### src/rtl/clb_tile_if.sv
// rtl/clb_tile_if.sv - configuration write port and neighbour signals of one CLB tile
interface clb_tile_if;
    logic        wr_en;
    logic [22:0] bits;
    logic        up_i;
    logic        down_i;
    logic        right_i;
    logic        left_i;
    logic        up_o;
    logic        down_o;
    logic        right_o;
    logic        left_o;

    // master drives config and neighbour inputs; slave is the tile itself
    modport master (
        output wr_en, bits, up_i, down_i, right_i, left_i,
        input  up_o, down_o, right_o, left_o
    );

    modport slave (
        input  wr_en, bits, up_i, down_i, right_i, left_i,
        output up_o, down_o, right_o, left_o
    );
endinterface

### src/rtl/clb_tile.sv
// rtl/clb_tile.sv - CLB tile: 4-input LUT with per-side pass-through/LUT output muxes
// Optional cfg_o readback port enabled by CLB_CFG_READBACK_EN.
module clb_tile #(
    parameter logic [22:0] RESET_CFG = 23'h0
) (
    input  logic        clk_i,
    input  logic        rst_i,
`ifdef CLB_CFG_READBACK_EN
    output logic [22:0] cfg_o,
`endif
    clb_tile_if.slave   tile
);
    logic [22:0] cfg;
    logic [15:0] lut_tbl;
    logic        comb_mode;
    logic        left_sel;
    logic        right_sel;
    logic        down_sel;
    logic        up_sel;
    logic [3:0]  lut_idx;
    logic        lut_raw;
    logic        lut_q;
    logic        lut_out;
    logic        reserved_unused;

    always_ff @(posedge clk_i or posedge rst_i) begin
        if (rst_i) begin
            cfg <= RESET_CFG;
        end else if (tile.wr_en) begin
            cfg <= tile.bits;
        end
    end

    assign lut_tbl         = cfg[15:0];
    assign reserved_unused = ^cfg[17:16];
    assign comb_mode       = cfg[18];
    assign left_sel        = cfg[19];
    assign right_sel       = cfg[20];
    assign down_sel        = cfg[21];
    assign up_sel          = cfg[22];

    assign lut_idx = {tile.up_i, tile.down_i, tile.right_i, tile.left_i};
    assign lut_raw = lut_tbl[lut_idx];

    // samples with the cfg in force before the edge, so a same-edge write
    // only affects the value captured on the following edge
    always_ff @(posedge clk_i or posedge rst_i) begin
        if (rst_i) begin
            lut_q <= 1'b0;
        end else begin
            lut_q <= lut_raw;
        end
    end

    assign lut_out = comb_mode ? lut_raw : lut_q;

    assign tile.up_o    = up_sel    ? lut_out : tile.down_i;
    assign tile.down_o  = down_sel  ? lut_out : tile.up_i;
    assign tile.right_o = right_sel ? lut_out : tile.left_i;
    assign tile.left_o  = left_sel  ? lut_out : tile.right_i;

`ifdef CLB_CFG_READBACK_EN
    assign cfg_o = cfg;
`endif
endmodule

### src/flat_wrapper.sv
// flat-port wrapper written by rule: the top's interface ports become plain ports
module clb_tile_flat 
#(
    parameter logic [22:0] RESET_CFG = 23'h0
)
  (clk_i, rst_i, tile_wr_en, tile_bits, tile_up_i, tile_down_i, tile_right_i, tile_left_i, tile_up_o, tile_down_o, tile_right_o, tile_left_o);
  clb_tile_if tile_i ();
  input  logic clk_i;
  input  logic rst_i;
  input wire logic [$bits(tile_i.wr_en)-1:0] tile_wr_en;
  input wire logic [$bits(tile_i.bits)-1:0] tile_bits;
  input wire logic [$bits(tile_i.up_i)-1:0] tile_up_i;
  input wire logic [$bits(tile_i.down_i)-1:0] tile_down_i;
  input wire logic [$bits(tile_i.right_i)-1:0] tile_right_i;
  input wire logic [$bits(tile_i.left_i)-1:0] tile_left_i;
  output wire logic [$bits(tile_i.up_o)-1:0] tile_up_o;
  output wire logic [$bits(tile_i.down_o)-1:0] tile_down_o;
  output wire logic [$bits(tile_i.right_o)-1:0] tile_right_o;
  output wire logic [$bits(tile_i.left_o)-1:0] tile_left_o;
  assign tile_i.wr_en = tile_wr_en;
  assign tile_i.bits = tile_bits;
  assign tile_i.up_i = tile_up_i;
  assign tile_i.down_i = tile_down_i;
  assign tile_i.right_i = tile_right_i;
  assign tile_i.left_i = tile_left_i;
  assign tile_up_o = tile_i.up_o;
  assign tile_down_o = tile_i.down_o;
  assign tile_right_o = tile_i.right_o;
  assign tile_left_o = tile_i.left_o;
  clb_tile #(.RESET_CFG(RESET_CFG)) u_core (.clk_i(clk_i), .rst_i(rst_i), .tile(tile_i));
endmodule
### config.mk
export PLATFORM = sky130hd
export DESIGN_NAME = clb_tile_flat
export DESIGN_NICKNAME = d
export VERILOG_FILES = /design/src/rtl/clb_tile_if.sv /design/src/rtl/clb_tile.sv /design/src/flat_wrapper.sv
export SDC_FILE = /design/constraint.sdc
export NUM_CORES = 1
export LEC_CHECK = 0
export CORE_MARGIN = 2
export CORE_UTILIZATION = 44
export DETAILED_ROUTE_END_ITERATION = 10
export PLACE_DENSITY = 0.8
export SYNTH_ARGS = -nofsm -noshare
export SYNTH_HDL_FRONTEND = slang
export SYNTH_SLANG_ARGS = --single-unit
### constraint.sdc
create_clock -name clk_i -period 1.8 [get_ports clk_i]
set_input_delay 0.27 -clock clk_i [delete_from_list [all_inputs] [get_ports clk_i]]
set_output_delay 0.27 -clock clk_i [all_outputs]
set_load 0.02 [all_outputs]
# Yosys cells after proc, flatten, opt, wreduce, memory -nomap -nowiden
# Index checks and enable logic that the tools add are counted.
# Widths: inputs -> output; s select.
[classes]
n_lt_le_gt_ge = 1
muxes = 7
[ops]
columns = ["op", "n"]
rows = [
  ["$mux 1", 6],
  ["$lt 4x5->1 const B", 1],
  ["$bmux 1 s4", 1],
]
[totals]
reg_bits = 24
input_bits = 30
output_inout_bits = 4
word_cells = 10

# Longest topological paths before layout
# Gate-level depths: netlist (run 1).
[logic_depth]
ltp_word = 4
ltp_mapped = 4
ltp_nobuf = 4

# Worst setup path before layout (run 1)
# OpenSTA, ideal clock, no wires.
[synth_timing]
kind = "input to output"
startpoint = "input port tile_down_i"
endpoint = "output port tile_down_o"
t_arrival_ps = 1364
t_required_ps = 1530
path_slack_ps = 166
path_stages = 4
path_buffers = 0
path_cell_list = "mux4_1 > nand3b_1 > a41o_1 > a31oi_1"
[synth_via]
elab_chain_len = 4
[synth_rtl]
columns = ["element", "line_no", "text"]
rows = [
  ["start: declaration", "flat_wrapper.sv:13", "input wire logic [$bits(tile_i.down_i)-1:0] tile_down_i;"],
  ["$bmux 1 s4", "clb_tile.sv:43", "assign lut_raw = lut_tbl[lut_idx];"],
  ["$mux 1 (implied by the code)", "clb_tile.sv:43", ""],
  ["$mux 1", "clb_tile.sv:55", "assign lut_out = comb_mode ? lut_raw : lut_q;"],
  ["$mux 1", "clb_tile.sv:58", "assign tile.down_o = down_sel ? lut_out : tile.up_i;"],
  ["end: declaration", "flat_wrapper.sv:17", "output wire logic [$bits(tile_i.down_o)-1:0] tile_down_o;"],
]
# Every way passes these cells. The select of a mux whose other input is x is not followed.

# Worst setup path after layout (run 1)
[layout_timing]
startpoint = "register u_core.cfg[12]"
endpoint = "output port tile_right_o"
[layout_via]
elab_chain_len = 4
[layout_rtl]
columns = ["element", "line_no", "text"]
rows = [
  ["start: declaration", "clb_tile.sv:13", "logic [22:0] cfg;"],
  ["start signal: assignment", "clb_tile.sv:30", "cfg <= tile.bits;"],
  ["$bmux 1 s4", "clb_tile.sv:43", ""],
  ["$mux 1 (implied by the code)", "clb_tile.sv:43", ""],
  ["$mux 1", "clb_tile.sv:55", ""],
  ["$mux 1", "clb_tile.sv:59", "assign tile.right_o = right_sel ? lut_out : tile.left_i;"],
  ["end: declaration", "flat_wrapper.sv:18", "output wire logic [$bits(tile_i.right_o)-1:0] tile_right_o;"],
]
# Every way passes these cells. The select of a mux whose other input is x is not followed.

==> impl_metrics.json, run 1 <==
{
  "outcome": "finished, violations left",
  "failed_checks": "negative setup slack",
  "seq_area_frac_synth": 0.555,
  "syn_area_um2": 992,
  "synthesis.instances": 68,
  "ys_types": 13,
  "remaining_drc_errors": 0,
  "netlist_top_cells_area": "sky130_fd_sc_hd__dfrtp_1, sky130_fd_sc_hd__mux2_2, sky130_fd_sc_hd__mux4_1",
  "drv.max_cap_violation_count": 0,
  "synth-compound-area-share": 0.0404,
  "detail_route.first_pass.iterations": 3,
  "drtIter0Drc": 8,
  "final-instance-count-excl-fill": 138,
  "cts.clk_slew.worst_paths_ns": 0.12,
  "timing.hold.worst.class": "input port to asynchronous set/reset pin",
  "critical_path_arrival_ns": 1.80,
  "clock-root-buffer": "sky130_fd_sc_hd__clkbuf_4",
  "antenna_left": 0,
  "syn_avg_cell_area_um2": 14.6,
  "clock_path_buffers": 2,
  "grt_pass1_wl_um": 3390,
  "insertion_delay_ns": 0.30,
  "cts_made_buffers": 3,
  "postLayoutCellArea_um2": 1430,
  "synth_top_area_cell": "sky130_fd_sc_hd__dfrtp_1",
  "synth.area.mux_share": 0.333,
  "via_count_of_the_first_global_routing_pass": 731,
  "worst_ep_required_time_ns": 1.53,
  "placedInstanceArea_um2": 1390,
  "drt-total-wl_um": 1920,
  "filler_cell_count": 193,
  "numClockSinks": 22,
  "cellLeakagePower_nw": 0.605,
  "area_of_the_core_um2": 2170,
  "insertedDiodeCount": 0,
  "dp_worst_setup_slack_ns": -0.951,
  "core.rowCount": 17,
  "via_per_inst": 5.06,
  "synth_enable_flop_cells": 0,
  "tritoncts_clock_tree": "built",
  "dominant_combinational_cell_family_by_area_after_synthesis": "multiplexers",
  "total_power_mw": 1.09,
  "final_hold_viol_count": 0,
  "timing.setup.critical_path_class": "flip-flop to output port",
  "setup-tns-final_ns": -1.04,
  "timing_max_transition_violations_final": 0,
  "grt_setup_unrepaired": "true",
  "worst_slew_margin_rel": 0.808,
  "timing.clock.skew_ns": 0.00983,
  "synth-async-reset-ratio": 1.00,
  "gpl.final_weighted_congestion": 0.849,
  "post-synth-top-area-fraction": 0.555,
  "synthAdderAreaFrac": 0,
  "grt_max_degree": 23,
  "power.density_nw_per_um2": 763,
  "max_slew.worst_pin.slew_ns": 0.288,
  "synth_fp_nets": 98,
  "finalNetCount": 141,
  "hold_buffers": 0,
  "mostFrequentLayoutCell": "sky130_fd_sc_hd__clkdlybuf4s50_1",
  "drt-wirelength-per-cell_um": 13.9,
  "rrSetupSlack_ns": 0.53,
  "die_w_um": 51.5,
  "post-route-util": 0.659,
  "grt_util_all_layers": 0.175,
  "cp_max_fanout": 4,
  "final.period_utilization": 1.15,
  "floorplan.die.height_um": 51.5,
  "finalSetupViolCount": 4,
  "final_layout_size_suffix_gt1_frac": 0.382,
  "die_area_um2": 2650,
  "fin_hold_ws_ns": 0.288,
  "areaGrowthSynthToFinish_pct": 44.0,
  "power.ir.vdd_worst_mv": 0.747,
  "fmaxAchievable_ghz": 0.484,
  "synth_simple_gate_area_frac": 0.0567,
  "synth-main-ff-cell": "sky130_fd_sc_hd__dfrtp_1",
  "yosys_register_bits": 22,
  "finalWorstSetupSlack_ns": -0.266,
  "finalCriticalPeriod_ns": 2.07,
  "initial_core_utilization": 0.457,
  "place_inst": 131,
  "total_congestion_overflow_after_global_routing": 0,
  "detailroute.via_count": 698,
  "layout_common_cells": "sky130_fd_sc_hd__clkdlybuf4s50_1, sky130_fd_sc_hd__dfrtp_1, sky130_fd_sc_hd__mux2_2, sky130_fd_sc_hd__buf_4, sky130_fd_sc_hd__nor2_1",
  "synth_warnings": 0,
  "io_buffer_count": 31,
  "top_level_ports": 34,
  "dp_hpwl_um": 1420,
  "cts-htree-levels": 1,
  "worstSetupEndpointType": "output port",
  "grt_antenna_before_repair": 0,
  "synthXorXnorAreaFrac": 0,
  "startpoint_type": "flip-flop"
}
[power breakdown]
| part | switching [mW] | total (mW) | leakage [nW] | internal, mW |
|---|---|---|---|---|
| combinational | 0.0953 | 0.254 | 0.326 | 0.158 |
| clock | 0.141 | 0.264 | 0.0210 | 0.123 |
| sequential | 0.0269 | 0.571 | 0.258 | 0.545 |
[sequential cells by signal, summed over array words and instances (netlist names)]
name and cells:
u_core.cfg 21, u_core.lut_q 1
[per-layer routing]
metal / global-route usage / share of wire / vias to the layer above
li1: - / - / 339
met1: 0.230 / 0.44 / 340
met2: 0.286 / 0.50 / 17
met3: 0.0234 / 0.045 / 2
met4: 0.0789 / 0.011 / 0
met5: 0 / 0 / -
[repair_timing]
action,in CTS,in global routing
buffers inserted,2,1
endpoints found under the setup margin,4,4
resized for setup,29,2
pin swaps,4,1
[kinds of logic (layout without fill, tap and decap cells)]
logic type | count (synthesis) | count (layout)
mux | 24 | 24
flops | 22 | 22
simple gates | 12 | 12
compound gates | 6 | 6
buf+inv | 4 | 46
[layout make-up]
cell class | count | area, um^2 | share of cell area
clock buffers | 4 | 36.3 | 0.0254
inverters | 2 | 7.51 | 0.00525
multi-input cells | 42 | 423 | 0.296
flip-flops and latches | 22 | 551 | 0.385
well taps | 28 | 35.0 | 0.0245
repair buffers | 40 | 377 | 0.264
[synth_stat cells, types with 2 or more instances]
library cell and instances:
sky130_fd_sc_hd__mux2_2 20, sky130_fd_sc_hd__mux4_1 4, sky130_fd_sc_hd__nand2_1 3, sky130_fd_sc_hd__inv_1 2
sky130_fd_sc_hd__a31oi_1 4, sky130_fd_sc_hd__nand3b_1 2, sky130_fd_sc_hd__buf_1 2, sky130_fd_sc_hd__nor2_1 5
sky130_fd_sc_hd__dfrtp_1 22
[worst paths after layout]
kind,startpoint,end,depth (start not counted)
hold / removal,rst_i,u_core.cfg[12],3
max in group asynchronous,rst_i,u_core.cfg[13],3
min in group clk_i,u_core.cfg[0],u_core.cfg[0],1
setup / recovery,u_core.cfg[12],tile_right_o,5
hold reg to reg,u_core.cfg[0],u_core.cfg[0],1
setup reg to reg,u_core.cfg[1],u_core.lut_q,4
[critical path, stage by stage, from the launching register on]
cell and delay, ns:
sky130_fd_sc_hd__dfrtp_1 0.41, sky130_fd_sc_hd__mux4_2 0.46, sky130_fd_sc_hd__nand3b_1 0.12, sky130_fd_sc_hd__a41o_1 0.25, sky130_fd_sc_hd__a31oi_1 0.10, sky130_fd_sc_hd__buf_4 0.17
No activity file was read; power rests on OpenSTA's default activity.
==> run 2: changes to the inputs <==
--- a/config.mk
+++ b/config.mk
@@ -9,6 +9,7 @@
 export CORE_UTILIZATION = 44
 export DETAILED_ROUTE_END_ITERATION = 10
 export PLACE_DENSITY = 0.8
+export SKIP_CTS_REPAIR_TIMING = 1
 export SYNTH_ARGS = -nofsm -noshare
 export SYNTH_HDL_FRONTEND = slang
 export SYNTH_SLANG_ARGS = --single-unit
==> run 2 against run 1 <==
Against the previous run: the flow still finishes with violations (negative setup slack); global-route usage is 0.77 points lower; core utilization is 0.40 points lower; setup slack worse by 0.022 ns; fmax is 1.0% lower; via count is 4.6% higher.
==> impl_metrics.json, run 2 (synthesis gave the netlist of run 1 again) <==
{
  "clock_path_buffers": 2,
  "max_slew.worst_pin.slew_ns": 0.286,
  "final_layout_size_suffix_gt1_frac": 0.370,
  "finalNetCount": 139,
  "mostFrequentLayoutCell": "sky130_fd_sc_hd__clkdlybuf4s50_1",
  "setup-tns-final_ns": -1.12,
  "grt_pass1_wl_um": 3260,
  "drv.max_cap_violation_count": 0,
  "power.density_nw_per_um2": 767,
  "power.ir.vdd_worst_mv": 0.748,
  "via_count_of_the_first_global_routing_pass": 720,
  "top_level_ports": 34,
  "grt_antenna_before_repair": 0,
  "initial_core_utilization": 0.457,
  "numClockSinks": 22,
  "floorplan.die.height_um": 51.5,
  "p_sw_mw": 0.267,
  "drt-wirelength-per-cell_um": 14.3,
  "insertion_delay_ns": 0.31,
  "worst_slew_margin_rel": 0.809,
  "detail_route.first_pass.iterations": 4,
  "timing.clock.skew_ns": 0.0117,
  "finalCriticalPeriod_ns": 2.09,
  "cp_top_family": "multiplexers",
  "postLayoutCellArea_um2": 1420,
  "insertedDiodeCount": 0,
  "cts.clk_slew.worst_paths_ns": 0.12,
  "finalSetupViolCount": 4,
  "pwr-share-seq": 0.525,
  "timing.hold.worst.class": "input port to asynchronous set/reset pin",
  "share_comb_of_total_power": 0.228,
  "critical-path-slowest-cell": "sky130_fd_sc_hd__mux4_2",
  "grt_setup_unrepaired": "true",
  "max_ffs_per_register": 21,
  "tritoncts_clock_tree": "built",
  "fin_hold_ws_ns": 0.279,
  "finalWorstSetupSlack_ns": -0.288,
  "areaGrowthSynthToFinish_pct": 43.1,
  "final.period_utilization": 1.16,
  "final_hold_viol_count": 0,
  "area_of_the_core_um2": 2170,
  "clock-root-buffer": "sky130_fd_sc_hd__clkbuf_4",
  "reg_top3": "u_core.cfg (21), u_core.lut_q (1)",
  "layout_common_cells": "sky130_fd_sc_hd__clkdlybuf4s50_1, sky130_fd_sc_hd__dfrtp_1, sky130_fd_sc_hd__mux2_2, sky130_fd_sc_hd__buf_4, sky130_fd_sc_hd__nor2_1",
  "antenna_left": 0,
  "timing.setup.critical_path_class": "flip-flop to output port",
  "total_congestion_overflow_after_global_routing": 0,
  "pwr-share-clk": 0.247,
  "worstSetupEndpointType": "output port",
  "internal-power_mw": 0.822,
  "worst_ep_required_time_ns": 1.53,
  "largest_register": "u_core.cfg",
  "filler_cell_count": 193,
  "cellLeakagePower_nw": 0.612,
  "failed_checks": "negative setup slack",
  "critical_path_arrival_ns": 1.82,
  "cts-htree-levels": 1,
  "core.rowCount": 17,
  "drtIter0Drc": 23,
  "placedInstanceArea_um2": 1390,
  "io_buffer_count": 31,
  "startpoint_type": "flip-flop",
  "fmaxAchievable_ghz": 0.479,
  "drt-total-wl_um": 1950,
  "gpl.final_weighted_congestion": 0.849,
  "outcome": "finished, violations left",
  "die_w_um": 51.5,
  "switching_share": 0.245,
  "cts_made_buffers": 3,
  "remaining_drc_errors": 0,
  "via_per_inst": 5.37,
  "critical_path.max_stage_delay_ns": 0.46,
  "grt_max_degree": 23,
  "timing_max_transition_violations_final": 0,
  "dp_hpwl_um": 1420,
  "cp_max_fanout": 4,
  "grt_util_all_layers": 0.167,
  "critical_path.cell_chain": "mux4_2, nand3b_1, a41o_1, a31oi_1, buf_4",
  "buffering_stage_count_on_the_worst_path_with_inverters_included": 1,
  "detailroute.via_count": 730,
  "die_area_um2": 2650
}
==> run 2: cell types whose count changed in the layout (fill, tap and decap cells not counted) <==
cell	delta
sky130_fd_sc_hd__buf_4	-2
sky130_fd_sc_hd__dlymetal6s2s_1	+2
sky130_fd_sc_hd__dlygate4sd2_1	-1
sky130_fd_sc_hd__clkdlybuf4s15_1	-1
==> run 2: power by group through the flow <==
stage / combinational, mW / clock (mW) / sequential (mW)
2_1_floorplan: 0.131 / 0 / 0.570
3_3_place_gp: 0.248 / 0 / 0.579
3_5_place_dp: 0.253 / 0 / 0.580
4_1_cts: 0.254 / 0.277 / 0.570
5_1_grt: 0.272 / 0.293 / 0.578
6_report: 0.249 / 0.269 / 0.572
==> run 2: final timing paths <==
path | start | endpoint | slack (ns) | cells past startpoint
setup / recovery | u_core.cfg[12] | tile_right_o | -0.29 | 5
hold / removal | rst_i | u_core.cfg[9] | 0.28 | 3
setup reg to reg | u_core.cfg[12] | u_core.lut_q | 0.52 | 4
hold reg to reg | u_core.cfg[0] | u_core.cfg[0] | 0.51 | 1
max in group asynchronous | rst_i | u_core.cfg[13] | 1.29 | 3
min in group clk_i | u_core.cfg[0] | u_core.cfg[0] | 0.51 | 1
==> run 2: cell type report <==
type / instances / area (um^2) / area share
inverter: 2 / 7.51 / 0.00529
tap: 28 / 35.0 / 0.0247
clock buffer: 4 / 36.3 / 0.0256
timing repair buffer: 38 / 368 / 0.259
multi-input combinational: 42 / 423 / 0.298
sequential: 22 / 551 / 0.388
==> run 2: metrics by stage <==
step / util / setup WS [ns] / instances / total power, mW
global route: 0.655 / -0.386 / 136 / 1.14
detailed placement: 0.640 / -0.951 / 131 / 0.833
floorplan: - / 0.166 / 68 / 0.701
CTS: 0.656 / -0.952 / 135 / 1.10
finish: 0.655 / -0.288 / 136 / 1.09
global placement: 0.640 / -0.914 / 131 / 0.826
==> run 2: routing by layer <==
metal	global-route usage	up-vias	share of wire	wire length (um)
met4	0.0833	0	0.012	24
li1	-	338	-	-
met1	0.206	358	0.44	862
met2	0.282	30	0.49	959
met3	0.0263	4	0.052	101
met5	0	-	0	0
==> run 2: worst min-delay path: cells and delay by family <==
family | cells | cell delay, ns
buffers and inverters | 3 | 0.72
==> run 3: changes to the inputs <==
--- a/config.mk
+++ b/config.mk
@@ -6,9 +6,10 @@
 export NUM_CORES = 1
 export LEC_CHECK = 0
 export CORE_MARGIN = 2
-export CORE_UTILIZATION = 44
+export CORE_UTILIZATION = 46
+export CTS_BUF_LIST = sky130_fd_sc_hd__clkbuf_2
 export DETAILED_ROUTE_END_ITERATION = 10
-export PLACE_DENSITY = 0.8
+export PLACE_DENSITY = 0.83
 export SKIP_CTS_REPAIR_TIMING = 1
 export SYNTH_ARGS = -nofsm -noshare
 export SYNTH_HDL_FRONTEND = slang
==> run 3 against run 2 <==
Against the previous run: the run still ends with negative setup slack left; design area fell by 2.6%; power fell by 7.5%; critical path type unchanged; sequential cell count did not move; largest cell class unchanged; sequential power barely moved; global-route usage rose by 0.097 points; setup slack improved by 0.0030 ns.
==> impl_metrics.json, run 3 (synthesis gave the netlist of run 1 again) <==
{
  "final_hold_viol_count": 0,
  "power.ir.vdd_worst_mv": 0.483,
  "tritoncts_clock_tree": "built",
  "finalSetupViolCount": 4,
  "detail_route.first_pass.iterations": 4,
  "pwr-share-seq": 0.570,
  "remaining_drc_errors": 0,
  "max_slew.worst_pin.slew_ns": 0.303,
  "failed_checks": "negative setup slack",
  "max_ffs_per_register": 21,
  "grt_max_degree": 23,
  "finalWorstSetupSlack_ns": -0.285,
  "via_per_inst": 5.22,
  "cellLeakagePower_nw": 0.595,
  "io_buffer_count": 31,
  "final_layout_size_suffix_gt1_frac": 0.355,
  "pwr-share-clk": 0.187,
  "power.density_nw_per_um2": 729,
  "detailroute.via_count": 699,
  "gpl.final_weighted_congestion": 0.724,
  "grt_use_met2": 0.294,
  "drtIter0Drc": 4,
  "cts.clk_slew.worst_paths_ns": 0.20,
  "fmaxAchievable_ghz": 0.480,
  "insertion_delay_ns": 0.32,
  "filler_cell_count": 151,
  "grt_util_met1": 0.204,
  "dp_worst_setup_slack_ns": -0.911,
  "mostFrequentLayoutCell": "sky130_fd_sc_hd__clkdlybuf4s50_1",
  "area_of_the_core_um2": 2000,
  "drv.max_cap_violation_count": 0,
  "finalCriticalPeriod_ns": 2.08,
  "finalNetCount": 138,
  "reg_top3": "u_core.cfg (21), u_core.lut_q (1)",
  "timing.clock.skew_ns": 0.0105,
  "grt_util_all_layers": 0.168,
  "core.rowCount": 16,
  "grt_antenna_before_repair": 0,
  "most_used_routing_layer_in_global_routing": "met2",
  "timing_max_transition_violations_final": 0,
  "drt-wirelength-per-cell_um": 14.8,
  "setup-tns-final_ns": -1.12,
  "floorplan.die.height_um": 50.4,
  "clock_path_buffers": 2,
  "numClockSinks": 22,
  "insertedDiodeCount": 0,
  "top_level_ports": 34,
  "critical_path_arrival_ns": 1.81,
  "share_comb_of_total_power": 0.243,
  "antenna_left": 0,
  "globalRouteMet3Util": 0.0387,
  "internal-power_mw": 0.744,
  "via_count_of_the_first_global_routing_pass": 714,
  "timing.hold.worst.class": "input port to asynchronous set/reset pin",
  "worst_ep_required_time_ns": 1.53,
  "worstSetupEndpointType": "output port",
  "die_area_um2": 2540,
  "switching_share": 0.262,
  "timing.setup.critical_path_class": "flip-flop to output port",
  "cts_made_buffers": 3,
  "p_sw_mw": 0.264,
  "worst_slew_margin_rel": 0.798,
  "outcome": "finished, violations left",
  "initial_core_utilization": 0.496,
  "fin_hold_ws_ns": 0.250,
  "layout_common_cells": "sky130_fd_sc_hd__clkdlybuf4s50_1, sky130_fd_sc_hd__dfrtp_1, sky130_fd_sc_hd__mux2_2, sky130_fd_sc_hd__buf_4, sky130_fd_sc_hd__nor2_1",
  "startpoint_type": "flip-flop",
  "final.period_utilization": 1.16,
  "grt_pass1_wl_um": 3180,
  "largest_register": "u_core.cfg",
  "dp_hpwl_um": 1410,
  "total_congestion_overflow_after_global_routing": 0,
  "cts-htree-levels": 1,
  "cp_max_fanout": 4,
  "grt_setup_unrepaired": "true",
  "die_w_um": 50.4,
  "clock-root-buffer": "sky130_fd_sc_hd__clkbuf_2",
  "areaGrowthSynthToFinish_pct": 39.3,
  "drt-total-wl_um": 1980,
  "post-route-util": 0.691,
  "total_power_mw": 1.01
}
## run 3: power by group through the flow
| stage | Combinational [mW] | Sequential [mW] | Clock (mW) |
|---|---|---|---|
| 6_report | 0.245 | 0.574 | 0.189 |
| 3_5_place_dp | 0.249 | 0.581 | 0 |
| 4_1_cts | 0.250 | 0.571 | 0.194 |
| 5_1_grt | 0.265 | 0.580 | 0.220 |
| 2_1_floorplan | 0.131 | 0.570 | 0 |
| 3_3_place_gp | 0.243 | 0.579 | 0 |
## run 3: path summary, 6_finish.rpt
check | startpoint | endpoint | slack, ns | depth (start not counted)
max in group asynchronous | rst_i | u_core.cfg[0] | 1.33 | 3
worst min register to register | u_core.cfg[5] | u_core.cfg[5] | 0.54 | 1
min in group clk_i | tile_bits[18] | u_core.cfg[18] | 0.52 | 3
worst max-delay path | u_core.cfg[13] | tile_right_o | -0.28 | 5
worst max register to register | u_core.cfg[6] | u_core.lut_q | 0.58 | 3
worst min-delay path | rst_i | u_core.cfg[12] | 0.25 | 3
## run 3: critical path, stage by stage (launching register included)
cell and delay, ns:
sky130_fd_sc_hd__dfrtp_1 0.42, sky130_fd_sc_hd__mux4_2 0.46, sky130_fd_sc_hd__nand3b_1 0.12, sky130_fd_sc_hd__a41o_1 0.24, sky130_fd_sc_hd__a31oi_1 0.09, sky130_fd_sc_hd__buf_4 0.16
## run 3: stage by stage
step | instances | cell area (um^2)
after floorplan | 68 | 992
after global placement | 128 | 1370
after detailed placement | 128 | 1370
after CTS | 132 | 1390
after global routing | 134 | 1380
final | 134 | 1380
## run 3: layout make-up
| cell class | count | area (um^2) | area share |
|---|---|---|---|
| Timing Repair Buffer | 37 | 355 | 0.257 |
| Clock inverter | 1 | 3.75 | 0.00271 |
| Sequential cell | 22 | 551 | 0.398 |
| Tap cell | 27 | 33.8 | 0.0244 |
| Clock buffer | 3 | 15.0 | 0.0109 |
| Multi-Input combinational cell | 42 | 417 | 0.301 |
| Inverter | 2 | 7.51 | 0.00543 |
## run 3: layer usage
layer | vias to the layer above | part of all wire
li1 | 338 | -
met4 | 0 | 0.0051
met2 | 25 | 0.49
met5 | - | 0
met3 | 2 | 0.048
met1 | 334 | 0.46
